**config.mk**
```make
export PLATFORM = sky130hd
export DESIGN_NAME = div_iter
export DESIGN_NICKNAME = d
export VERILOG_FILES = /design/src/rtl/div_iter_pkg.sv /design/src/rtl/div_iter_step.sv /design/src/rtl/div_iter.sv
export SDC_FILE = /design/constraint.sdc
export NUM_CORES = 1
export LEC_CHECK = 0
export CAP_MARGIN = 5
export CORE_MARGIN = 2
export CORE_UTILIZATION = 40
export CTS_CLUSTER_SIZE = 40
export DETAILED_ROUTE_END_ITERATION = 10
export DONT_BUFFER_PORTS = 1
export PLACE_DENSITY_LB_ADDON = 0.05
export SYNTH_ARGS = -nofsm -noshare
export SYNTH_HDL_FRONTEND = slang
export SYNTH_SLANG_ARGS = --single-unit
export TNS_END_PERCENT = 30
```
**constraint.sdc**
```tcl
create_clock -name clk -period 4.3 [get_ports clk]
set_input_delay 0.215 -clock clk [delete_from_list [all_inputs] [get_ports clk]]
set_output_delay 0.215 -clock clk [all_outputs]
set_load 0.02 [all_outputs]
```
**src/rtl/div_iter_pkg.sv**
```systemverilog
// Shared constants for the iterative divider.
package div_iter_pkg;

  // Legacy 2-bit state encodings, kept bit-exact with the old defines.
  typedef logic [1:0] div_state_t;

  localparam div_state_t DIV_IDLE = 2'b00;
  localparam div_state_t DIV_RUN  = 2'b01;
  localparam div_state_t DIV_DONE = 2'b10;

endpackage

```
**src/rtl/div_iter_step.sv**
```systemverilog
// One radix-2 restoring iteration: shift {rem,quo} left, trial-subtract divisor.
module div_step #(
  parameter int unsigned WIDTH = 32
) (
  input  logic [WIDTH-1:0] rem_i,
  input  logic [WIDTH-1:0] quo_i,
  input  logic [WIDTH-1:0] divisor_i,
  output logic [WIDTH-1:0] rem_o,
  output logic [WIDTH-1:0] quo_o
);

  logic [WIDTH:0]   rem_sh;
  logic [WIDTH-1:0] diff;
  logic             borrow;

  // Shifted partial remainder needs one extra bit; the difference always fits in WIDTH.
  always_comb begin
    rem_sh = {rem_i, quo_i[WIDTH-1]};
    borrow = (rem_sh < {1'b0, divisor_i});
    diff   = rem_sh[WIDTH-1:0] - divisor_i;
    rem_o  = borrow ? rem_sh[WIDTH-1:0] : diff;
    quo_o  = {quo_i[WIDTH-2:0], ~borrow};
  end

endmodule

```
**src/rtl/div_iter.sv**
```systemverilog
// Iterative radix-2 restoring divider for DIV/DIVU; quotient to LO, remainder to HI.
module div_iter
  import div_iter_pkg::*;
#(
  parameter int unsigned WIDTH = 32,
  parameter int unsigned CNT_W = 6
) (
  input  logic             clk,
  input  logic             resetn,
  input  logic             start,
  input  logic             signed_div,
  input  logic             cancel,
  input  logic [WIDTH-1:0] dividend,
  input  logic [WIDTH-1:0] divisor,
  output logic             div_stall,
  output logic             done,
  output logic [WIDTH-1:0] quotient,
  output logic [WIDTH-1:0] remainder
);

  div_state_t       state_q, state_d;
  logic [CNT_W-1:0] cnt_q, cnt_d;
  logic [WIDTH-1:0] rem_q, rem_d;
  logic [WIDTH-1:0] quo_q, quo_d;
  logic [WIDTH-1:0] dvs_q, dvs_d;
  logic             qneg_q, qneg_d;
  logic             rneg_q, rneg_d;
  logic [WIDTH-1:0] quotient_q, quotient_d;
  logic [WIDTH-1:0] remainder_q, remainder_d;

  logic [WIDTH-1:0] step_rem, step_quo;
  logic             sa, sb;

  div_step #(.WIDTH(WIDTH)) u_step (
    .rem_i     (rem_q),
    .quo_i     (quo_q),
    .divisor_i (dvs_q),
    .rem_o     (step_rem),
    .quo_o     (step_quo)
  );

  // FSM, operand capture, iteration and sign fix-up on entry to DONE.
  always_comb begin
    state_d     = state_q;
    cnt_d       = cnt_q;
    rem_d       = rem_q;
    quo_d       = quo_q;
    dvs_d       = dvs_q;
    qneg_d      = qneg_q;
    rneg_d      = rneg_q;
    quotient_d  = quotient_q;
    remainder_d = remainder_q;
    sa          = signed_div & dividend[WIDTH-1];
    sb          = signed_div & divisor[WIDTH-1];

    case (state_q)
      DIV_IDLE: begin
        if (start && !cancel) begin
          state_d = DIV_RUN;
          quo_d   = sa ? -dividend : dividend;
          dvs_d   = sb ? -divisor  : divisor;
          rem_d   = '0;
          cnt_d   = '0;
          qneg_d  = sa ^ sb;
          rneg_d  = sa;
        end
      end
      DIV_RUN: begin
        if (cancel) begin
          state_d = DIV_IDLE;
        end else begin
          rem_d = step_rem;
          quo_d = step_quo;
          cnt_d = cnt_q + CNT_W'(1);
          if (cnt_q == CNT_W'(WIDTH - 1)) begin
            state_d     = DIV_DONE;
            quotient_d  = qneg_q ? -step_quo : step_quo;
            remainder_d = rneg_q ? -step_rem : step_rem;
          end
        end
      end
      DIV_DONE: state_d = DIV_IDLE;
      default:  state_d = DIV_IDLE;
    endcase
  end

  // State and datapath registers.
  always_ff @(posedge clk or negedge resetn) begin
    if (!resetn) begin
      state_q     <= DIV_IDLE;
      cnt_q       <= '0;
      rem_q       <= '0;
      quo_q       <= '0;
      dvs_q       <= '0;
      qneg_q      <= 1'b0;
      rneg_q      <= 1'b0;
      quotient_q  <= '0;
      remainder_q <= '0;
    end else begin
      state_q     <= state_d;
      cnt_q       <= cnt_d;
      rem_q       <= rem_d;
      quo_q       <= quo_d;
      dvs_q       <= dvs_d;
      qneg_q      <= qneg_d;
      rneg_q      <= rneg_d;
      quotient_q  <= quotient_d;
      remainder_q <= remainder_d;
    end
  end

  // Stall and done are combinational so a flush suppresses done in the same cycle.
  always_comb begin
    div_stall = ((state_q == DIV_IDLE) && start && !cancel) || (state_q == DIV_RUN);
    done      = (state_q == DIV_DONE) && !cancel;
    quotient  = quotient_q;
    remainder = remainder_q;
  end

endmodule

```
# Word-level counts from Yosys, hierarchy flattened
# Cells that the tools add are included.
# op_classes
bitwise_logic	5
div	0
shift	0
n_mul	0
add_sub_neg	6
magnitude_cmp	1
reduce_logical	12
n_mux	18
eq_ne	6
# op_table
op	n
$mux W32	9
$neg A32 Y32	4
$pmux W32 S2	2
$lt A33 B32 Y1	1
$sub A32 B32 Y32	1
$mux W6	2
$pmux W6 S2	1
$add A6 B1 Y6 const B	1
$eq A6 B5 Y1 const B	1
$mux W2	3
$reduce_and A3 Y1	2
$logic_and A1 B1 Y1	4
$ne A2 B2 Y1 const B	2
$pmux W2 S2	1
$reduce_and A2 Y1	2
$ne A3 B3 Y1 const B	1
$and A1 B1 Y1	2
$eq A2 B1 Y1 const B	1
$eq A2 B2 Y1 const B	1
$logic_not A2 Y1	1
$not A1 Y1	2
$reduce_bool A2 Y1	1
$logic_not A1 Y1	1
$logic_or A1 B1 Y1	1
$xor A1 B1 Y1	1
# word_totals
mem_bits_rw	0
word_cells	57
output_inout_bits	66
latchBits	0
mem_bits_ro	0
n_memories	0
reg_bits	170

# Logic depth before layout (Yosys ltp)
# Gate-level depths: netlist (run 1).
# logic_depth
ltp_word	4
depth_mapped	21
mapped_depth_nobuf	17

# Cells and area by module
# A second synthesis (run 1) with hierarchy kept.
# hier_totals
cells_unflattened	1460
area_unflattened_um2	11965.2
# by_module_without_submodules
mod	seq_area_each_um2	n_inst	area_each_um2	cells_per_inst
div_iter	4254.1	1	9302.7	1056
div_step	0.0	1	2662.6	404

# Least setup slack after synthesis (run 1)
# No wires, ideal clock.
# synth_timing
path_type	register to register
start	register rem_q[21]
end	register remainder_q[30], in the netlist remainder[30]
period_less_slack_ns	4.258
stages_incl_launch_ff	20
arrival_time_ns	4.128
required_time_ns	4.171
path_buffers	4
setup_slack_ns	0.042
path_cell_list	dfrtp_1 ha_1 buf_2 a21oi_1 o21ai_0 a221o_1 a31o_1 inv_2 nand2_2 buf_2 buf_2 clkbuf_1 o21ai_0 ha_1 nand4b_1 mux2_2 or2_1 o41ai_2 xnor2_1 o21ai_1
# synth_via
elab_chain_len	4
# synth_rtl
item	line	rtl
start, declared	div_iter.sv:23	logic [WIDTH-1:0] rem_q, rem_d;
start signal, assigned	div_iter.sv:102	rem_q <= rem_d;
$sub A32 B32 Y32 or $lt A33 B32 Y1 (tied branches)	div_iter_step.sv:20, div_iter_step.sv:19	
$mux W32 (*)	div_iter_step.sv:21	rem_o = borrow ? rem_sh[WIDTH-1:0] : diff;
$neg A32 Y32	div_iter.sv:78	remainder_d = rneg_q ? -step_rem : step_rem;
$mux W32 (*)	div_iter.sv:78	
end signal, assigned	div_iter.sv:108	remainder_q <= remainder_d;
end, declared	div_iter.sv:29	logic [WIDTH-1:0] remainder_q, remainder_d;
# Every way passes the cells marked *; elsewhere a longest branch is shown, timed or not.
# A chain may end at the register's enable or synchronous reset.

# Worst setup path after layout (run 1)
# layout_timing
start	register rem_q[4]
end	register remainder_q[30], in the netlist remainder[30]
# The elaborated chain is that of the path after synthesis.

==> impl_metrics.tcl, run 1 <==
set metrics [dict create \
    outcome "complete, no violations" \
    ir_drop_uv 388 \
    grt_max_degree 171 \
    detail_route.vias_per_cell 5.52 \
    wl_per_cell_um 19.5 \
    maxCapViolCount 0 \
    clock_skew_ns 0.0172 \
    synth.avg_cell_area_um2 8.14 \
    hold_class "in -> reg" \
    end_kind "flip-flop" \
    ant_nets 0 \
    synthDistinctLibCells 88 \
    place_inst 1827 \
    dr_wl_met2_um 13500 \
    synth_area_um2 11900 \
    drtIter0Drc 903 \
    synth_seq_cells 170 \
    die_w_um 176 \
    fin_cells 1894 \
    cts.sinks 170 \
    io_buffers 0 \
    num_vias 10500 \
    r2r_slack_ns 0.21 \
    cts-root-buf "clkbuf_16" \
    cts.path.max_buffers 2 \
    cts_max_level 4 \
    syn_inst 1457 \
    hold_viol 0 \
    drv_slew 0 \
    dp_hpwl_um 27900 \
    yosys_warnings 0 \
    drive_above_1_share 0.0852 \
    fin_setup_tns_ns 0 \
    antenna_found_initial 1 \
    area_growth_pct 13.6 \
    tightestPinTransition_ns 0.914 \
    drc_errors 0 \
    finalWorstSetupSlack_ns 0.215 \
    critPathKind "reg -> reg" \
    cts.clk_slew.worst_paths_ns 0.08 \
    final-setup-viol-count 0 \
    synth_edf_count 0 \
    crit_fanout 7 \
    n_fill_cell 3001 \
    met1_length_um 20200 \
    start_util 0.403 \
    relSlewSlack 0.391 \
    cts_tree "yes" \
    powerDensity_nw_per_um2 782 \
    max_freq_mhz 245 \
    die_area_um2 31000 \
    io_pins 135 \
    met3_length_um 2680 \
    p_total_mw 10.5 \
    die_h_um 176 \
    grtUsageTotal 0.240 \
    post-route-period-util 0.950 \
    rsz0062_at_grt "false" \
    critPathRequiredTime_ns 4.61 \
    p_leak_nw 5.73 \
    yosysSeqAreaShare 0.359 \
    ys.flop_type "dfrtp_1" \
    grt-ovfl-total 0 \
    clk_latency_ns 0.46 \
    wl_um 36900 \
    start_kind "flip-flop" \
    pre_cts_ws_ns 0.233 \
    core_um2 29400 \
    gp_congestion 0.881 \
    cp.arrival_ns 4.39 \
    grt_pass1_vias 9745 \
    final_util 0.458 \
    min_period_ns 4.09 \
    final_nets 1597 \
    firstDrtPassIters 5 \
    grt_pass1_wl_um 57800 \
    synth_fp_nets 1564 \
    numCtsBuffers 17 \
    async_reset_ff_frac 1.00 \
    top_layer_used "met4" \
    rows 63 \
]
## synthesized netlist by cell type, types with 4 or more instances
| library cell | n | area (µm²) |
|---|---|---|
| and2_1 | 12 | 75.1 |
| nand2b_1 | 14 | 87.6 |
| o31ai_1 | 15 | 113 |
| o41ai_1 | 15 | 131 |
| and3_1 | 9 | 56.3 |
| o41ai_2 | 4 | 65.1 |
| nand3b_1 | 4 | 30.0 |
| nand4_1 | 13 | 81.3 |
| o311ai_0 | 4 | 35.0 |
| nor2b_1 | 7 | 43.8 |
| a31oi_1 | 8 | 50.1 |
| a311oi_1 | 4 | 35.0 |
| o21a_1 | 8 | 60.1 |
| a21o_1 | 10 | 75.1 |
| o221ai_1 | 4 | 35.0 |
| o31a_1 | 4 | 35.0 |
| mux2i_1 | 24 | 240 |
| ha_1 | 37 | 463 |
| buf_2 | 16 | 80.1 |
| nand2_1 | 239 | 897 |
| xor2_1 | 67 | 587 |
| o21ai_1 | 10 | 50.1 |
| a211o_1 | 6 | 52.6 |
| o211ai_1 | 14 | 105 |
| or3_1 | 22 | 138 |
| nor2_1 | 79 | 297 |
| or2_2 | 4 | 25.0 |
| nor3b_1 | 4 | 30.0 |
| inv_1 | 55 | 206 |
| buf_1 | 6 | 22.5 |
| dfrtp_1 | 170 | 4250 |
| a21oi_1 | 102 | 510 |
| o21ai_0 | 211 | 1060 |
| or4_1 | 11 | 82.6 |
| nor4_1 | 19 | 119 |
| nand3_1 | 17 | 85.1 |
| nor3_1 | 28 | 140 |
| clkbuf_1 | 52 | 195 |
| xnor2_1 | 66 | 578 |
## layout make-up
class / count / area, µm² / area share
flip-flops and latches: 170 / 4250 / 0.316
multi-input cells: 1154 / 7110 / 0.528
clock inverters: 14 / 154 / 0.0114
clock buffers: 18 / 439 / 0.0326
inverters: 57 / 214 / 0.0159
repair buffers: 90 / 803 / 0.0596
well taps: 390 / 488 / 0.0362
diodes: 1 / 2.50 / 0.000186
## critical path, cell delays in order (launching register included)
cell and delay, ns:
dfrtp_1 0.44, ha_1 0.31, a21oi_1 0.32, o21a_1 0.24
o22ai_1 0.15, a311o_2 0.39, nand3_2 0.12, nand2_2 0.13
inv_2 0.14, mux2i_2 0.26, ha_1 0.22, nand4b_1 0.10
mux2_2 0.33, or2_1 0.25, o41ai_2 0.31, xnor2_1 0.16
o21ai_1 0.07
## metal layers
metal | vias up | GRT usage
met5 | - | 0
met4 | 0 | 0.0520
met3 | 25 | 0.0452
met2 | 316 | 0.299
met1 | 4871 | 0.410
li1 | 5244 | -
## kinds of logic (layout without fill, tap and decap cells)
family / count (synthesis) / in the layout / share of synthesized area
buf+inv: 133 / 179 / 0.0447
xor+xnor: 133 / 133 / 0.0982
flops: 170 / 170 / 0.359
other cells: 0 / 1 / 0
compound gates: 453 / 453 / 0.233
simple gates: 503 / 503 / 0.200
fa+ha+maj: 38 / 38 / 0.0407
mux: 27 / 27 / 0.0241
## where the power goes
| part | switching [mW] | leakage, nW | internal, mW |
|---|---|---|---|
| Combinational | 4.04 | 3.18 | 2.65 |
| Clock | 0.787 | 0.288 | 0.794 |
| Sequential | 0.381 | 2.26 | 1.87 |
## final timing paths
kind | from | endpoint | cells past startpoint
max | rem_q[4]$_DFFE_PN0P_ | remainder[30]$_DFFE_PN0P_ | 16
min in group asynchronous | resetn | quotient[12]$_DFFE_PN0P_ | 2
max reg2reg | rem_q[4]$_DFFE_PN0P_ | remainder[30]$_DFFE_PN0P_ | 16
min | divisor[12] | dvs_q[12]$_DFFE_PN0P_ | 2
max in group asynchronous | resetn | dvs_q[13]$_DFFE_PN0P_ | 2
min reg2reg | dvs_q[24]$_DFFE_PN0P_ | dvs_q[24]$_DFFE_PN0P_ | 2
## sequential cells by signal, indices dropped and copies added (netlist names)
register,cells
quo_q,32
quotient,32
rneg_q,1
state_q,2
dvs_q,32
cnt_q,6
qneg_q,1
rem_q,32
remainder,32
## layout by cell type (no fill, tap or decap), types with 22 or more instances in the layout
cell / netlist / final
dlygate4sd3_1: 0 / 33
nor3_1: 28 / 28
buf_4: 1 / 54
mux2i_1: 24 / 23
nor2_1: 79 / 78
xor2_1: 67 / 67
or3_1: 22 / 22
a21oi_1: 102 / 102
xnor2_1: 66 / 66
nand2_1: 239 / 237
o21ai_0: 211 / 211
ha_1: 37 / 37
inv_1: 55 / 55
dfrtp_1: 170 / 170
## what timing repair did
item                                    in CTS  in global routing
endpoints found under the setup margin       0                  5
gates resized for setup                      0                  3
hold buffers                                34                  0
buffers inserted                             0                  0
endpoints found under the hold margin      201                  0
## metrics by stage
step                      instance area [µm²]  hold slack (ns)
after floorplan                         11900          -0.0806
after global placement                  12500          -0.0754
after detailed placement                12500          -0.0743
after CTS                               13500          0.00256
after global routing                    13500          0.00303
final                                   13500          0.00413
Note: power is estimated with default switching activity, not from simulation.
==> run 2: changes to the inputs <==
--- a/config.mk
+++ b/config.mk
@@ -5,6 +5,7 @@
 export SDC_FILE = /design/constraint.sdc
 export NUM_CORES = 1
 export LEC_CHECK = 0
+export ABC_AREA = 1
 export CAP_MARGIN = 5
 export CORE_MARGIN = 2
 export CORE_UTILIZATION = 40
==> impl_metrics.tcl, run 2 <==
set metrics [dict create \
    detail_route.vias_per_cell 5.25 \
    ys.flop_type "dfrtp_1" \
    yosys.area_share.simple 0.329 \
    dp_hpwl_um 30000 \
    grt_max_degree 171 \
    path_buf_inv 7 \
    tightestPinTransition_ns 0.949 \
    r2r_cells 24 \
    hold_viol 0 \
    crit_chain "ha_1 > nand2_1 > inv_1 > nand2_1 > nand3_1 > inv_1 > nand2_1 > inv_1 > nand2_2 > nand2_4 > nand2_8 > inv_2 > ha_1 > inv_1 > nor3_1 > nand3_1 > inv_1 > nand4_1 > inv_1 > nand3_1 > o21ai_0 > o21ai_0 > xor2_1 > o21ai_0" \
    clock_skew_ns 0.0109 \
    yosysSeqAreaShare 0.339 \
    crit_fanout 17 \
    ir_drop_uv 448 \
    synth_common_cells "nand2_1, inv_1, o21ai_0" \
    drv_slew 0 \
    yosysMostFrequentCell "nand2_1" \
    place_inst 2238 \
    firstDrtPassIters 5 \
    crit_family "simple AND/OR/NAND/NOR gates" \
    grt_pass1_wl_um 62900 \
    io_buffers 0 \
    crit_start "rem_q[15]$_DFFE_PN0P_" \
    slowest_stage "dfrtp_1" \
    cts.path.max_buffers 2 \
    post-route-period-util 0.885 \
    critPathKind "reg -> reg" \
    relSlewSlack 0.366 \
    fin_area_um2 13800 \
    slowest_delay_ns 0.43 \
    cp.depth 24 \
    max_freq_mhz 263 \
    start_kind "flip-flop" \
    synth_area_leader_cell "dfrtp_1" \
    yosys_warnings 0 \
    rows 64 \
    io_pins 135 \
    hold_class "in -> reg" \
    synthMuxAreaShare 0 \
    antenna_found_initial 1 \
    maxCapViolCount 0 \
    final-setup-viol-count 0 \
    rsz0062_at_grt "false" \
    synth_fa_ha_area_frac 0.0385 \
    grt-ovfl-total 0 \
    drive_above_1_share 0.0577 \
    fin_cells 2304 \
    die_w_um 181 \
    final_nets 2001 \
    core_um2 30700 \
    clk_latency_ns 0.45 \
    end_kind "flip-flop" \
    finalWorstSetupSlack_ns 0.495 \
    wl_um 39600 \
    grt_pass1_vias 11400 \
    synth_area_leaders "dfrtp_1, nand2_1, o21ai_0, inv_1, nor2_1" \
    gp_congestion 0.941 \
    n_fill_cell 3310 \
    die_area_um2 32800 \
    ant_nets 0 \
    synth_edf_count 0 \
    wl_per_cell_um 17.2 \
    synth.avg_cell_area_um2 6.64 \
    cts_resized 0 \
    critPathRequiredTime_ns 4.67 \
    area_growth_pct 10.3 \
    synth_seq_cells 170 \
    numCtsBuffers 17 \
    cts_max_level 4 \
    cp.arrival_ns 4.18 \
    crit_top_cell "inv_1" \
    outcome "complete, no violations" \
    synth_top_family_by_area "simple AND/OR/NAND/NOR gates" \
    placed_cell_area_um2 12900 \
    num_vias 12100 \
    synth_fp_nets 1996 \
    cts.clk_slew.worst_paths_ns 0.08 \
    syn_inst 1889 \
    r2r-start "rem_q[15]$_DFFE_PN0P_" \
    drtIter0Drc 897 \
    grtUsageTotal 0.246 \
    min_period_ns 3.81 \
    synth_top_area_share 0.339 \
    fin_setup_tns_ns 0 \
    r2r_end "quotient[28]$_DFFE_PN0P_" \
    die_h_um 181 \
    r2r_slack_ns 0.49 \
    endpoint "quotient[28]$_DFFE_PN0P_" \
    cts.sinks 170 \
    pre_cts_ws_ns 0.427 \
    synth_area_um2 12500 \
    layout_commonest_cell "nand2_1" \
    cts-root-buf "clkbuf_16" \
    synthDistinctLibCells 49 \
    drc_errors 0 \
    final_cell_mix "nand2_1, inv_1, o21ai_0" \
    start_util 0.408 \
    p_leak_nw 6.97 \
    synth_xor_area_frac 0.0580 \
    cts_tree "yes" \
    async_reset_ff_frac 1.00 \
    powerDensity_nw_per_um2 722 \
    synth_compound_area_frac 0.141 \
]
-- run 2: cell count changes in the layout (fill, tap and decap cells not counted), sizes merged, moves of 34 or more --
cell	change
nor2	+90
nand2	+366
inv	+185
nand3	+101
buf	-41
a21oi	-34
xnor2	-50
-- run 2: repair_timing --
action                     CTS  global route
setup endpoints to repair    0             2
hold buffers                32             0
buffers inserted             0             1
hold endpoints to repair   200             0
-- run 2: layout make-up --
cell class / instances / area, µm² / area share
Inverter: 241 / 905 / 0.0654
Multi-Input combinational cell: 1417 / 7120 / 0.515
Timing Repair Buffer: 47 / 463 / 0.0335
Tap cell: 396 / 495 / 0.0358
Antenna cell: 1 / 2.50 / 0.000181
Clock inverter: 15 / 170 / 0.0123
Sequential cell: 170 / 4250 / 0.307
Clock buffer: 17 / 425 / 0.0307
-- run 2: per-stage QoR --
stage / power [mW] / hold slack [ns] / utilization
finish: 10.0 / 0.0127 / 0.450
global route: 10.9 / 0.0299 / 0.450
CTS: 9.99 / 0.00978 / 0.450
detailed placement: 8.27 / -0.0732 / 0.419
global placement: 8.25 / -0.0742 / 0.419
floorplan: 6.74 / -0.0806 / -
-- run 2: kinds of logic (layout without fill, tap and decap cells) --
| group | Yosys count | in the layout |
|---|---|---|
| AOI/OAI and AO/OA | 322 | 322 |
| xor gates and xnor gates | 83 | 83 |
| adders and majority gates | 38 | 38 |
| buffers and inverters | 302 | 320 |
| DFF | 170 | 170 |
| other | 0 | 1 |
| and+or+nand+nor | 974 | 974 |
-- run 2: per-layer routing --
| metal | vias to the layer above | track usage | wire length, µm |
|---|---|---|---|
| met4 | 0 | 0.0683 | 829 |
| met3 | 47 | 0.0327 | 2060 |
| met1 | 5616 | 0.352 | 19200 |
| met5 | - | 0 | 0 |
| met2 | 347 | 0.389 | 17500 |
| li1 | 6078 | - | - |
-- run 2: report_power, final --
part           switching [mW]  internal, mW  total [mW]
registers               0.324          1.90        2.22
clock network           0.772         0.832        1.60
logic                    4.25          1.92        6.17
-- run 2: worst reg2reg max path, delay by kind of cell (launching register included) --
kind,cells,cell delay (ns)
flip-flops,1,0.43
adder cells (fa/ha/maj),2,0.52
AND/OR/NAND/NOR,11,1.43
buffers and inverters,7,0.63
AO/OA/AOI/OAI,3,0.56
XOR/XNOR,1,0.17
-- run 2: how the worst min path moves through the flow --
stage	start	endpoint	slack (ns)	cells after the start
final	dividend[9]	quo_q[9]$_DFFE_PN0P_	0.01	3
after global routing	divisor[25]	dvs_q[25]$_DFFE_PN0P_	0.03	3
after CTS	dividend[6]	quo_q[6]$_DFFE_PN0P_	0.01	3
after detailed placement	resetn	dvs_q[1]$_DFFE_PN0P_	-0.07	0
after global placement	resetn	dvs_q[2]$_DFFE_PN0P_	-0.07	0
after floorplan	resetn	cnt_q[0]$_DFFE_PN0P_	-0.08	0
==> run 3: changes to the inputs <==
==> constraint.sdc (replaced) <==
create_clock -name clk -period 4.53 [get_ports clk]
set_input_delay 0.2265 -clock clk [delete_from_list [all_inputs] [get_ports clk]]
set_output_delay 0.2265 -clock clk [all_outputs]
set_load 0.02 [all_outputs]
==> impl_metrics.tcl, run 3 (synthesis results as in run 2) <==
set metrics [dict create \
    crit_family "simple AND/OR/NAND/NOR gates" \
    cp.arrival_ns 4.13 \
    intPower_mw 4.39 \
    grtUsageTotal 0.243 \
    dp_hpwl_um 29500 \
    wl_per_cell_um 16.9 \
    start_kind "flip-flop" \
    die_h_um 181 \
    seqPwrFrac 0.223 \
    final_cell_mix "nand2_1, inv_1, o21ai_0" \
    drc_errors 0 \
    path_buf_inv 7 \
    cts-root-buf "clkbuf_16" \
    gp_congestion 0.904 \
    crit_fanout 27 \
    firstDrtPassIters 8 \
    combPwrFrac 0.615 \
    fin_setup_tns_ns 0 \
    grt_max_degree 171 \
    cts.sinks 170 \
    final-setup-viol-count 0 \
    slowest_stage "dfrtp_1" \
    drv_slew 0 \
    n_fill_cell 3287 \
    r2r_slack_ns 0.71 \
    outcome "complete, no violations" \
    core_um2 30700 \
    detail_route.vias_per_cell 5.16 \
    end_kind "flip-flop" \
    swShare 0.534 \
    numCtsBuffers 17 \
    cts.path.max_buffers 2 \
    layout_commonest_cell "nand2_1" \
    clk_latency_ns 0.45 \
    cts.clk_slew.worst_paths_ns 0.08 \
    drive_above_1_share 0.0573 \
    ir_drop_uv 407 \
    post-route-period-util 0.843 \
    critPathRequiredTime_ns 4.84 \
    crit_top_cell "inv_1" \
    ant_nets 0 \
    maxCapViolCount 0 \
    start_util 0.408 \
    rsz0062_at_grt "false" \
    fin_cells 2299 \
    pwr-share-clk 0.162 \
    tightestPinTransition_ns 1.01 \
    hold_viol 0 \
    antenna_found_initial 1 \
    die_w_um 181 \
    relSlewSlack 0.324 \
    place_inst 2237 \
    num_vias 11900 \
    p_total_mw 9.42 \
    die_area_um2 32800 \
    powerDensity_nw_per_um2 684 \
    min_period_ns 3.82 \
    cts_max_level 4 \
    grt_pass1_wl_um 62300 \
    critPathKind "reg -> reg" \
    final_nets 1995 \
    io_buffers 0 \
    cts_tree "yes" \
    p_leak_nw 6.94 \
    grt_pass1_vias 11300 \
    drtIter0Drc 832 \
    clock_skew_ns 0.0148 \
    grt-ovfl-total 0 \
    wl_um 38900 \
    area_growth_pct 9.77 \
    hold_class "in -> reg" \
    slowest_delay_ns 0.42 \
    rows 64 \
    io_pins 135 \
    p_sw_mw 5.03 \
    max_freq_mhz 262 \
]
run 3: routing by layer:
layer / track usage / wire length [µm] / up-vias
li1: - / - / 6086
met1: 0.347 / 19200 / 5463
met2: 0.376 / 17000 / 261
met3: 0.0445 / 1840 / 40
met4: 0.0641 / 846 / 2
met5: 0.0104 / 45 / -
run 3: metrics by stage:
step	area, µm²	setup slack [ns]	hold WS (ns)	util
final	13800	0.710	0.0123	0.448
after global placement	12900	0.670	-0.0627	0.419
after detailed placement	12900	0.571	-0.0629	0.419
after floorplan	12500	1.23	-0.0691	-
after CTS	13800	0.545	0.00161	0.447
after global routing	13800	0.111	0.0251	0.448
run 3: power by group through the flow:
stage / registers, mW / logic (mW) / clock network (mW)
5_1_grt: 2.14 / 6.62 / 1.62
3_5_place_dp: 2.13 / 5.68 / 0
3_3_place_gp: 2.13 / 5.68 / 0
6_report: 2.10 / 5.79 / 1.52
4_1_cts: 2.10 / 5.76 / 1.56
2_1_floorplan: 2.03 / 4.36 / 0
run 3: layout make-up:
class | count | area (µm²) | area share
Inverter | 241 | 905 | 0.0657
Tap cell | 396 | 495 | 0.0360
Multi-Input combinational cell | 1417 | 7120 | 0.517
Sequential cell | 170 | 4250 | 0.309
Timing Repair Buffer | 41 | 393 | 0.0285
Antenna cell | 2 | 5.00 | 0.000364
Clock inverter | 15 | 168 | 0.0122
Clock buffer | 17 | 425 | 0.0309
run 3: tightest hold or removal path, cell delays in order:
cell and delay, ns:
o21ai_0 0.06, nand3_1 0.06, o21ai_0 0.07
run 3: what timing repair did:
item,4_1_cts,5_1_grt
setup endpoints to repair,0,1
hold buffers,27,0
endpoints found under the hold margin,196,0
resized for setup,0,1
buffers inserted,0,1
run 3: worst paths after layout:
| check | to | start | depth (start not counted) |
|---|---|---|---|
| setup / recovery | quotient[26]$_DFFE_PN0P_ | rem_q[15]$_DFFE_PN0P_ | 25 |
| hold / removal | dvs_q[31]$_DFFE_PN0P_ | signed_div | 3 |
| setup reg to reg | quotient[26]$_DFFE_PN0P_ | rem_q[15]$_DFFE_PN0P_ | 25 |
| hold reg to reg | dvs_q[9]$_DFFE_PN0P_ | dvs_q[9]$_DFFE_PN0P_ | 2 |
| max in group asynchronous | rem_q[24]$_DFFE_PN0P_ | resetn | 2 |
| min in group asynchronous | dvs_q[2]$_DFFE_PN0P_ | resetn | 2 |
